File: config.mk
export PLATFORM = sky130hd
export DESIGN_NAME = sdram_port_arbiter
export DESIGN_NICKNAME = d
export VERILOG_FILES = /design/src/rtl/sdram_arb_pkg.sv /design/src/rtl/wb_watchdog.sv /design/src/rtl/sdram_port_arbiter.sv
export SDC_FILE = /design/constraint.sdc
export NUM_CORES = 1
export LEC_CHECK = 0
export BUFFER_PORTS_ARGS = -buffer_cell sky130_fd_sc_hd__buf_4
export CORE_AREA = 2 2 110 112
export CTS_BUF_LIST = sky130_fd_sc_hd__clkbuf_4 sky130_fd_sc_hd__clkbuf_8 sky130_fd_sc_hd__clkbuf_16
export CTS_CLUSTER_DIAMETER = 30
export CTS_CLUSTER_SIZE = 12
export DETAILED_ROUTE_END_ITERATION = 12
export DIE_AREA = 0 0 112 114
export GPL_TIMING_DRIVEN = 0
export PLACE_DENSITY = 0.63
export SLEW_MARGIN = 10
export SYNTH_ARGS = -nofsm -noshare
export SYNTH_HDL_FRONTEND = slang
export SYNTH_HIERARCHICAL = 1
export SYNTH_SLANG_ARGS = --single-unit
File: constraint.sdc
create_clock -name wb_clk_i -period 4.07 [get_ports wb_clk_i]
set_input_delay 0.2035 -clock wb_clk_i [delete_from_list [all_inputs] [get_ports wb_clk_i]]
set_output_delay 0.2035 -clock wb_clk_i [all_outputs]
set_load 0.1 [all_outputs]
File: src/rtl/sdram_arb_pkg.sv
// sdram_arb_pkg
//   Shared types and constants for the SDRAM port arbiter.
//   - arb_state_t : arbiter FSM state encoding (3-bit).
//   - OWNER_CPU / OWNER_DMA : encoding of the last_owner flag.
//   - DMA_SEL : byte select driven to SDRAM while the DMA engine owns the port.
//   - BEAT_W : width of the burst beat counter (holds BURST_LEN up to 15).
//   - pick_owner() : round-robin decision for the IDLE state.
package sdram_arb_pkg;

    typedef enum logic [2:0] {
        ST_IDLE      = 3'd0,
        ST_CPU       = 3'd1,
        ST_DMA       = 3'd2,
        ST_DMA_BURST = 3'd3,
        ST_RELEASE   = 3'd4
    } arb_state_t;

    localparam logic       OWNER_CPU = 1'b0;
    localparam logic       OWNER_DMA = 1'b1;
    localparam logic [3:0] DMA_SEL   = 4'hF;
    localparam int         BEAT_W    = 4;

    // Only meaningful when at least one master requests. On a tie the
    // master that did not own the port last time wins.
    function automatic logic pick_owner(input logic cpu_req,
                                        input logic dma_req,
                                        input logic last_owner);
        if (cpu_req && dma_req) return ~last_owner;
        if (cpu_req)            return OWNER_CPU;
        return OWNER_DMA;
    endfunction

endpackage

File: src/rtl/wb_watchdog.sv
// wb_watchdog
//   Idle-cycle counter for a Wishbone transaction. Counts while enabled and
//   raises timeout_o on the cycle the count reaches TIMEOUT_CYC-1, unless a
//   clear arrives in that same cycle (progress beats the timeout).
//   Ports:
//     wb_clk_i   in   clock
//     wb_rst_i   in   asynchronous active-high reset
//     clr_i      in   restart the count from zero (state entry, ack, beat)
//     en_i       in   count this cycle (port owned)
//     timeout_o  out  watchdog expired this cycle
import sdram_arb_pkg::*;

module wb_watchdog #(
    parameter int TO_W        = 9,
    parameter int TIMEOUT_CYC = 256
) (
    input  logic wb_clk_i,
    input  logic wb_rst_i,
    input  logic clr_i,
    input  logic en_i,
    output logic timeout_o
);

    localparam logic [TO_W-1:0] LAST = TO_W'(TIMEOUT_CYC - 1);

    logic [TO_W-1:0] cnt;

    // NOTE: sequential state is written with non-blocking assignments only,
    // so every flop samples pre-edge values regardless of block ordering.
    always_ff @(posedge wb_clk_i or posedge wb_rst_i) begin
        if (wb_rst_i) begin
            cnt <= '0;
        end else if (clr_i) begin
            cnt <= '0;
        end else if (en_i && (cnt != LAST)) begin
            // Saturate: the FSM leaves the owned state on expiry anyway.
            cnt <= cnt + 1'b1;
        end
    end

    assign timeout_o = en_i & ~clr_i & (cnt == LAST);

endmodule

File: src/rtl/sdram_port_arbiter.sv
// sdram_port_arbiter
//   Shares the single SDRAM-controller Wishbone port between the CPU and the
//   DMA read engine. One owner per transaction, round-robin on contention,
//   DMA read bursts are never split, and a watchdog frees the port if the
//   SDRAM goes silent.
//   Ports:
//     wb_clk_i, wb_rst_i              clock, async active-high reset
//     cpu_cyc/stb/we/sel/adr/dat_i    CPU request
//     cpu_ack_o, cpu_err_o, cpu_dat_o CPU response (err = timeout pulse)
//     dma_cyc/stb/we/adr/fun_sel_i    DMA request
//     dma_ack_o, dma_burst_en_o,
//     dma_err_o, dma_dat_o            DMA response / burst beats
//     dram_*_o                        muxed request to SDRAM controller
//     dram_ack_i, dram_burst_en_i,
//     dram_dat_i                      SDRAM response
//     grant_o                         {dma_owns, cpu_owns}
//   All outputs are combinational muxes selected by the registered state.
import sdram_arb_pkg::*;

module sdram_port_arbiter #(
    parameter int BURST_LEN   = 4,
    parameter int TIMEOUT_CYC = 256,
    parameter int TO_W        = 9
) (
    input  logic        wb_clk_i,
    input  logic        wb_rst_i,
    // CPU master
    input  logic        cpu_cyc_i,
    input  logic        cpu_stb_i,
    input  logic        cpu_we_i,
    input  logic [3:0]  cpu_sel_i,
    input  logic [31:0] cpu_adr_i,
    input  logic [31:0] cpu_dat_i,
    output logic        cpu_ack_o,
    output logic        cpu_err_o,
    output logic [31:0] cpu_dat_o,
    // DMA master
    input  logic        dma_cyc_i,
    input  logic        dma_stb_i,
    input  logic        dma_we_i,
    input  logic [31:0] dma_adr_i,
    input  logic        dma_fun_sel_i,
    output logic        dma_ack_o,
    output logic        dma_burst_en_o,
    output logic        dma_err_o,
    output logic [31:0] dma_dat_o,
    // SDRAM controller port
    output logic        dram_cyc_o,
    output logic        dram_stb_o,
    output logic        dram_we_o,
    output logic [3:0]  dram_sel_o,
    output logic [31:0] dram_adr_o,
    output logic [31:0] dram_dat_o,
    output logic        dram_fun_sel_o,
    input  logic        dram_ack_i,
    input  logic        dram_burst_en_i,
    input  logic [31:0] dram_dat_i,
    // Status
    output logic [1:0]  grant_o
);

    localparam logic [BEAT_W-1:0] LAST_BEAT = BEAT_W'(BURST_LEN - 1);

    arb_state_t        state, state_nxt;
    logic              last_owner, last_owner_nxt;
    logic [BEAT_W-1:0] beat_cnt, beat_cnt_nxt;

    logic cpu_req, dma_req;
    logic owned, dma_owned;
    logic wd_clr, wd_timeout;
    logic owner_sel;

    assign cpu_req   = cpu_cyc_i & cpu_stb_i;
    assign dma_req   = dma_cyc_i & dma_stb_i;
    assign dma_owned = (state == ST_DMA) || (state == ST_DMA_BURST);
    assign owned     = (state == ST_CPU) || dma_owned;
    assign owner_sel = pick_owner(cpu_req, dma_req, last_owner);

    // Cleared outside owned states so every owned-state entry from IDLE
    // starts at zero; DMA -> DMA_BURST entry is always via an ack or beat.
    assign wd_clr = ~owned | dram_ack_i | (dma_owned & dram_burst_en_i);

    wb_watchdog #(
        .TO_W        (TO_W),
        .TIMEOUT_CYC (TIMEOUT_CYC)
    ) u_watchdog (
        .wb_clk_i  (wb_clk_i),
        .wb_rst_i  (wb_rst_i),
        .clr_i     (wd_clr),
        .en_i      (owned),
        .timeout_o (wd_timeout)
    );

    always_ff @(posedge wb_clk_i or posedge wb_rst_i) begin
        if (wb_rst_i) begin
            state      <= ST_IDLE;
            last_owner <= OWNER_DMA;   // CPU wins the first tie
            beat_cnt   <= '0;
        end else begin
            state      <= state_nxt;
            last_owner <= last_owner_nxt;
            beat_cnt   <= beat_cnt_nxt;
        end
    end

    // NOTE: every signal driven here gets a default first; a path that
    // forgets one would otherwise infer a latch.
    always_comb begin
        state_nxt      = state;
        last_owner_nxt = last_owner;
        beat_cnt_nxt   = beat_cnt;
        cpu_ack_o      = 1'b0;
        cpu_err_o      = 1'b0;
        cpu_dat_o      = '0;
        dma_ack_o      = 1'b0;
        dma_burst_en_o = 1'b0;
        dma_err_o      = 1'b0;
        dma_dat_o      = '0;
        dram_cyc_o     = 1'b0;
        dram_stb_o     = 1'b0;
        dram_we_o      = 1'b0;
        dram_sel_o     = '0;
        dram_adr_o     = '0;
        dram_dat_o     = '0;
        dram_fun_sel_o = 1'b0;
        grant_o        = 2'b00;

        case (state)
            ST_IDLE: begin
                if (cpu_req || dma_req) begin
                    // Recording the owner at grant time is equivalent to doing
                    // it in RELEASE: only the next IDLE decision reads it.
                    last_owner_nxt = owner_sel;
                    state_nxt      = (owner_sel == OWNER_CPU) ? ST_CPU : ST_DMA;
                end
            end

            ST_CPU: begin
                grant_o    = 2'b01;
                dram_cyc_o = cpu_cyc_i;
                dram_stb_o = cpu_stb_i;
                dram_we_o  = cpu_we_i;
                dram_sel_o = cpu_sel_i;
                dram_adr_o = cpu_adr_i;
                dram_dat_o = cpu_dat_i;
                cpu_dat_o  = dram_dat_i;
                cpu_ack_o  = dram_ack_i;
                if (dram_ack_i) begin
                    state_nxt = ST_RELEASE;
                end else if (!cpu_cyc_i) begin
                    state_nxt = ST_RELEASE;           // abort, no error
                end else if (wd_timeout) begin
                    cpu_err_o = 1'b1;
                    state_nxt = ST_RELEASE;
                end
            end

            ST_DMA: begin
                grant_o        = 2'b10;
                dram_cyc_o     = dma_cyc_i;
                dram_stb_o     = dma_stb_i;
                dram_we_o      = dma_we_i;
                dram_sel_o     = DMA_SEL;
                dram_adr_o     = dma_adr_i;
                dram_fun_sel_o = dma_fun_sel_i;
                dma_dat_o      = dram_dat_i;
                dma_ack_o      = dram_ack_i;
                if (dram_ack_i && dma_we_i) begin
                    state_nxt = ST_RELEASE;
                end else if (dram_ack_i || dram_burst_en_i) begin
                    // A read ack opens the burst; a beat without a prior ack
                    // opens it too and is counted as the first beat.
                    if (dram_burst_en_i) begin
                        dma_burst_en_o = 1'b1;
                        if (LAST_BEAT == '0) begin
                            state_nxt = ST_RELEASE;
                        end else begin
                            beat_cnt_nxt = BEAT_W'(1);
                            state_nxt    = ST_DMA_BURST;
                        end
                    end else begin
                        beat_cnt_nxt = '0;
                        state_nxt    = ST_DMA_BURST;
                    end
                end else if (!dma_cyc_i) begin
                    state_nxt = ST_RELEASE;           // abort, no error
                end else if (wd_timeout) begin
                    dma_err_o = 1'b1;
                    state_nxt = ST_RELEASE;
                end
            end

            ST_DMA_BURST: begin
                // Bus cycle is over; SDRAM streams beats on its own. The DMA
                // request is ignored so the burst cannot be aborted.
                grant_o        = 2'b10;
                dram_we_o      = dma_we_i;
                dram_sel_o     = DMA_SEL;
                dram_adr_o     = dma_adr_i;
                dram_fun_sel_o = dma_fun_sel_i;
                dma_dat_o      = dram_dat_i;
                dma_burst_en_o = dram_burst_en_i;
                if (dram_burst_en_i) begin
                    if (beat_cnt == LAST_BEAT) begin
                        state_nxt = ST_RELEASE;
                    end else begin
                        beat_cnt_nxt = beat_cnt + 1'b1;
                    end
                end else if (wd_timeout) begin
                    dma_err_o = 1'b1;
                    state_nxt = ST_RELEASE;
                end
            end

            ST_RELEASE: begin
                state_nxt = ST_IDLE;                  // one dead cycle
            end

            default: begin
                state_nxt = ST_IDLE;
            end
        endcase
    end

endmodule

==> summary.md, run 1 <==
| Metric | Value |
|---|---|
| Global placement routability congestion | 0.8962 |
| Fin cells | 723 |
| CTS sink count | 17 |
| Fraction of registers with async set/reset | 100.0% |
| Initial antenna violation count | 0 |
| Post-synth EDFFs | 0 |
| Yosys cell types | 49 |
| Pin count of the biggest net entering global routing | 11 |
| Number of buffers created by CTS | 3 |
| Hold buffers post-CTS | 1 |
| Tcrit/Tclk final | 76.01% |
| Slew HR | 66.49% |
| Simple-Gate Fraction of Synth Area | 44.45% |
| Via count | 3267 |
| Port Buf Inserts | 285 |
| Die X-Extent | 112 um |
| Maximum operating frequency | 323.3 MHz |
| Yosys top cell area share | 27.60% |
| Final Setup Violations | 0 |
| Drt first pass iters | 4 |
| First-pass GRT wire length | 17780 um |
| Reg clk slew, reported paths | 0.05 ns |
| Syn Inst Count | 286 |
| Avg Cell Area, Syn | 7.687 um^2 |
| Fin area | 4614 um^2 |
| Final wirelength | 12400 um |
| Mux share of post-synthesis cell area | 0.9106% |
| Critical path class | flop to primary output |
| Syn-to-layout area delta | 109.9% |
| Met1 GRT Util | 21.75% |
| Worst-Margin Slew | 0.5026 ns |
| Post-CTS Resized | 0 |
| Final TNS setup | 0 ns |
| Initial core utilization | 18.77% |
| Final Max Slew Viols | 0 |
| Mapped Nets | 432 |
| Largest family of logic cells by synthesized area | simple AND/OR/NAND/NOR gates |
| Clk root buf | clkbuf_16 |
| Site row count | 40 |
| Core area | 11710 um^2 |
| # Post-CTS Setup Buffers | 0 |
| Synth Area in Adders | 1.707% |
| Placed insts | 718 |
| Nets | 723 |
| Vias in the first global route | 3048 |
| Clock Path Buffers | 2 |
| CP arrival | 2.89 ns |
| DRT antenna net count | 0 |
| XOR/XNOR share of the synthesized area | 0.7968% |
| H-tree lvl count | 1 |
| DIE HEIGHT | 114 um |
| Hold slack | 0.2775 ns |
| Leading register cell type out of synthesis | dfrtp_1 |
| RSZ-0062 raised after global routing | false |
| Synth top cells by count | and2_1 (97), a22o_1 (34), dfrtp_1 (16), nand2_1 (16), nor2_1 (15) |
| MaxCap Viol Count | 0 |
| Total die area | 12770 um^2 |
| Ant. Diodes | 0 |
| Complex-gate fraction of the synthesized area | 24.93% |
| Yosys warns | 6 |
| Gr ovfl total | 0 |
| Kind of end point of the critical path | primary output |
| Register area share after synthesis | 19.41% |
| Vias per cell | 4.519 |
| DRT iter0 DRCs | 154 |
| WL/cell | 17.15 um |
| Critical Path Fanout Max | 10 |
| Startpoint Class | flop |
| Grt met3 use | 6.748% |
| Placed cell area | 4522 um^2 |
| Detailed-placement wirelength estimate | 10740 um |
| CP required | 3.87 ns |
| Ranking of synthesized cells by area | and2_1 (28%), dfrtp_1 (18%), a22o_1 (14%) |
| Cell area after synthesis | 2198 um^2 |
| Fraction of layout cells with a size suffix above 1 | 54.17% |
| Worst Hold Class | input pin to flop |
| Final Hold Vio Count | 0 |
| IO Pins | 286 |
| Later-pin clock latency in the skew report | 0.25 ns |
| # DRC | 0 |
| Crit path time final | 3.093 ns |
| Overall global routing resource usage | 17.70% |
| GR peak layer | met2 |
| CTS tree | done |
| Status | finished, final reports clean |
| Flops & latches, synth | 17 |
| Yosys top cell by area | and2_1 |
| Count leader, synth | and2_1 |
| GR Util met2 | 30.14% |
| Clock skew | 0.001406 ns |
## state kept, by name (all words and copies together), names as in the netlist
signal          cells
beat_cnt            4
last_owner          1
state               3
u_watchdog/cnt      9
## worst paths after layout
path                            slack [ns]          to  cells past startpoint        from
min in group asynchronous             0.48    state[2]                      3    wb_rst_i
max in group asynchronous             3.30  last_owner                      3    wb_rst_i
worst max-delay path                  0.98   cpu_err_o                      9    state[0]
worst min register to register        0.50  last_owner                      1  last_owner
worst max register to register        1.12    state[2]                     11    state[0]
worst min-delay path                  0.28    state[2]                      3   cpu_cyc_i
## cells by family after synthesis
kind of cell,Yosys count
muxes,2
adders and majority gates,3
and+or+nand+nor,160
xor gates and xnor gates,2
DFF,17
AOI/OAI and AO/OA,70
buffers and inverters,32
## placed cells by master, fill, tap and decap left out, types with 5 or more instances in the layout
cell        n
buf_4     288
nor2_1     15
buf_6       5
a22o_1     34
clkbuf_1   13
a21oi_1    10
o21ai_0     7
and2_1     97
inv_1       7
nand2_1    16
dfrtp_1    16
## critical path: stages, from the launching register on
cell	delay, ns
dfrtp_1	0.45
inv_2	0.12
nor3_4	0.37
buf_6	0.21
buf_4	0.19
o21ai_0	0.12
clkbuf_1	0.26
nor2_1	0.40
and3_1	0.23
buf_4	0.29
## metal layers
layer / share of wire [%] / vias to the layer above
met5: 0 / -
met4: 1.6 / 0
met3: 9.9 / 15
met2: 50 / 138
met1: 38 / 1539
li1: - / 1575
## through the flow
step / setup WS [ns] / utilization (%)
after floorplan: 0.4180 / -
after global routing: 0.7553 / 39.40
after CTS: 0.9462 / 39.40
final: 0.9765 / 39.40
after global placement: 1.072 / 38.61
after detailed placement: 1.108 / 38.61
## cell type report
cell class / instances / area [um^2]
plain buffers: 23 / 137.6
clock buffers: 4 / 82.58
fillers: 1229 / 7097
inverters: 9 / 33.78
multi-input cells: 237 / 1600
flip-flops and latches: 17 / 426.7
well taps: 147 / 183.9
repair buffers: 286 / 2150
Power of run 1 is left out: the tool's default activity adds up to more than one toggle a clock period on the data nets, which glitch-free logic cannot reach.
==> run 2, diff against run 1 <==
- CORE_AREA: 2 2 110 112 -> 2 2 112 114
- DIE_AREA: 0 0 112 114 -> 0 0 114 116
- PLACE_DENSITY: 0.63 -> 0.62
- clock period: 4.07 -> 3.2 ns (I/O delays scaled with it)
==> summary.md, run 2 (synthesis gave the netlist of run 1 again) <==
| Metric | Value |
|---|---|
| Status | finished, final reports clean |
| First-pass GRT wire length | 17820 um |
| Slew HR | 65.28% |
| RSZ-0062 raised after global routing | false |
| Overall global routing resource usage | 17.16% |
| Vias in the first global route | 3207 |
| Drt first pass iters | 4 |
| Later-pin clock latency in the skew report | 0.25 ns |
| IO Pins | 286 |
| Via count | 3275 |
| Max reg flops | 9 |
| Setup WS post-layout | 0.2511 ns |
| Leading cell types in the layout, fill and taps excluded | buf_4 (288), and2_1 (97), a22o_1 (34) |
| Total die area | 13220 um^2 |
| Critical Path Fanout Max | 10 |
| Vias per cell | 4.530 |
| Top flop regs | u_watchdog/cnt (9), beat_cnt (4), state (3) |
| Initial antenna violation count | 0 |
| Final wirelength | 12710 um |
| Nets | 723 |
| Syn-to-layout area delta | 110.3% |
| Number of buffers created by CTS | 3 |
| R2r setup slk | 0.27 ns |
| Clock Path Buffers | 2 |
| Detailed-placement wirelength estimate | 11010 um |
| Worst-Margin Slew | 0.5207 ns |
| Kind of end point of the critical path | primary output |
| Pin count of the biggest net entering global routing | 11 |
| Fraction of layout cells with a size suffix above 1 | 54.69% |
| Most common cell after layout, fill and taps aside | buf_4 |
| DIE HEIGHT | 116 um |
| Worst slack, placed | 0.1884 ns |
| # DRC | 0 |
| Final core occ | 38.81% |
| Site row count | 40 |
| Reg clk slew, reported paths | 0.05 ns |
| Tcrit/Tclk final | 92.15% |
| CP required | 3.04 ns |
| Critical path class | flop to primary output |
| Global placement routability congestion | 0.8518 |
| Clk root buf | clkbuf_16 |
| DRT iter0 DRCs | 165 |
| Die X-Extent | 114 um |
| Final TNS setup | 0 ns |
| CTS tree | done |
| Hold slack | 0.2450 ns |
| Gr ovfl total | 0 |
| Initial core utilization | 18.46% |
| WL/cell | 17.58 um |
| Startpoint Class | flop |
| MaxCap Viol Count | 0 |
| Port Buf Inserts | 285 |
| Final Max Slew Viols | 0 |
| Final Hold Vio Count | 0 |
| Core area | 11910 um^2 |
| Final Setup Violations | 0 |
| Crit path time final | 2.949 ns |
| Maximum operating frequency | 339.1 MHz |
| Clock skew | 0.003554 ns |
| H-tree lvl count | 1 |
| Ant. Diodes | 0 |
| CP arrival | 2.79 ns |
| CTS sink count | 17 |
| Worst Hold Class | input pin to flop |
| DRT antenna net count | 0 |
| Most flop-heavy register | u_watchdog/cnt |
==> run 2: metrics by stage <==
step	cell area, um^2	cells
finish	4623	723
CTS	4621	723
global route	4623	723
detailed placement	4531	718
floorplan	2207	286
global placement	4531	718
==> run 2: area by class of cell <==
type / count / area, um^2
buffer: 23 / 137.6
clock buffer: 3 / 75.07
clock inverter: 1 / 5.005
fill: 1248 / 7288
inverter: 9 / 33.78
multi-input combinational: 237 / 1612
sequential: 17 / 426.7
tap: 147 / 183.9
timing repair buffer: 286 / 2150
==> run 2: final timing paths <==
path | start | to | cells past startpoint
setup / recovery | state[1] | dma_err_o | 10
hold / removal | cpu_stb_i | state[2] | 3
setup reg to reg | state[1] | state[2] | 11
hold reg to reg | last_owner | last_owner | 1
max in group asynchronous | wb_rst_i | last_owner | 3
min in group asynchronous | wb_rst_i | state[1] | 3
==> run 2: worst max-delay path, cell delays in order, from the launching register on <==
cell      delay [ns]
dfrtp_1         0.41
buf_6           0.16
nor3_4          0.35
buf_6           0.21
buf_4           0.17
o21ai_0         0.11
clkbuf_1        0.26
nor2_2          0.30
nand2_1         0.11
nor2_2          0.13
buf_4           0.31
==> run 2: per-layer routing <==
metal  vias up  GRT usage, %  share of wire, %
met5         -             0                 0
met4         0         4.065               1.8
met3        20         6.276               8.9
met2       152         30.56                53
met1      1526         19.64                36
li1       1577             -                 -
==> run 2: timing repair <==
item                                    CTS  global route
setup buffers                             0             0
hold buffers                              1             0
gates resized for setup                   0             1
hold endpoints to repair                 16             0
endpoints found under the setup margin    0             3
Power of run 2 is left out for the same reason.
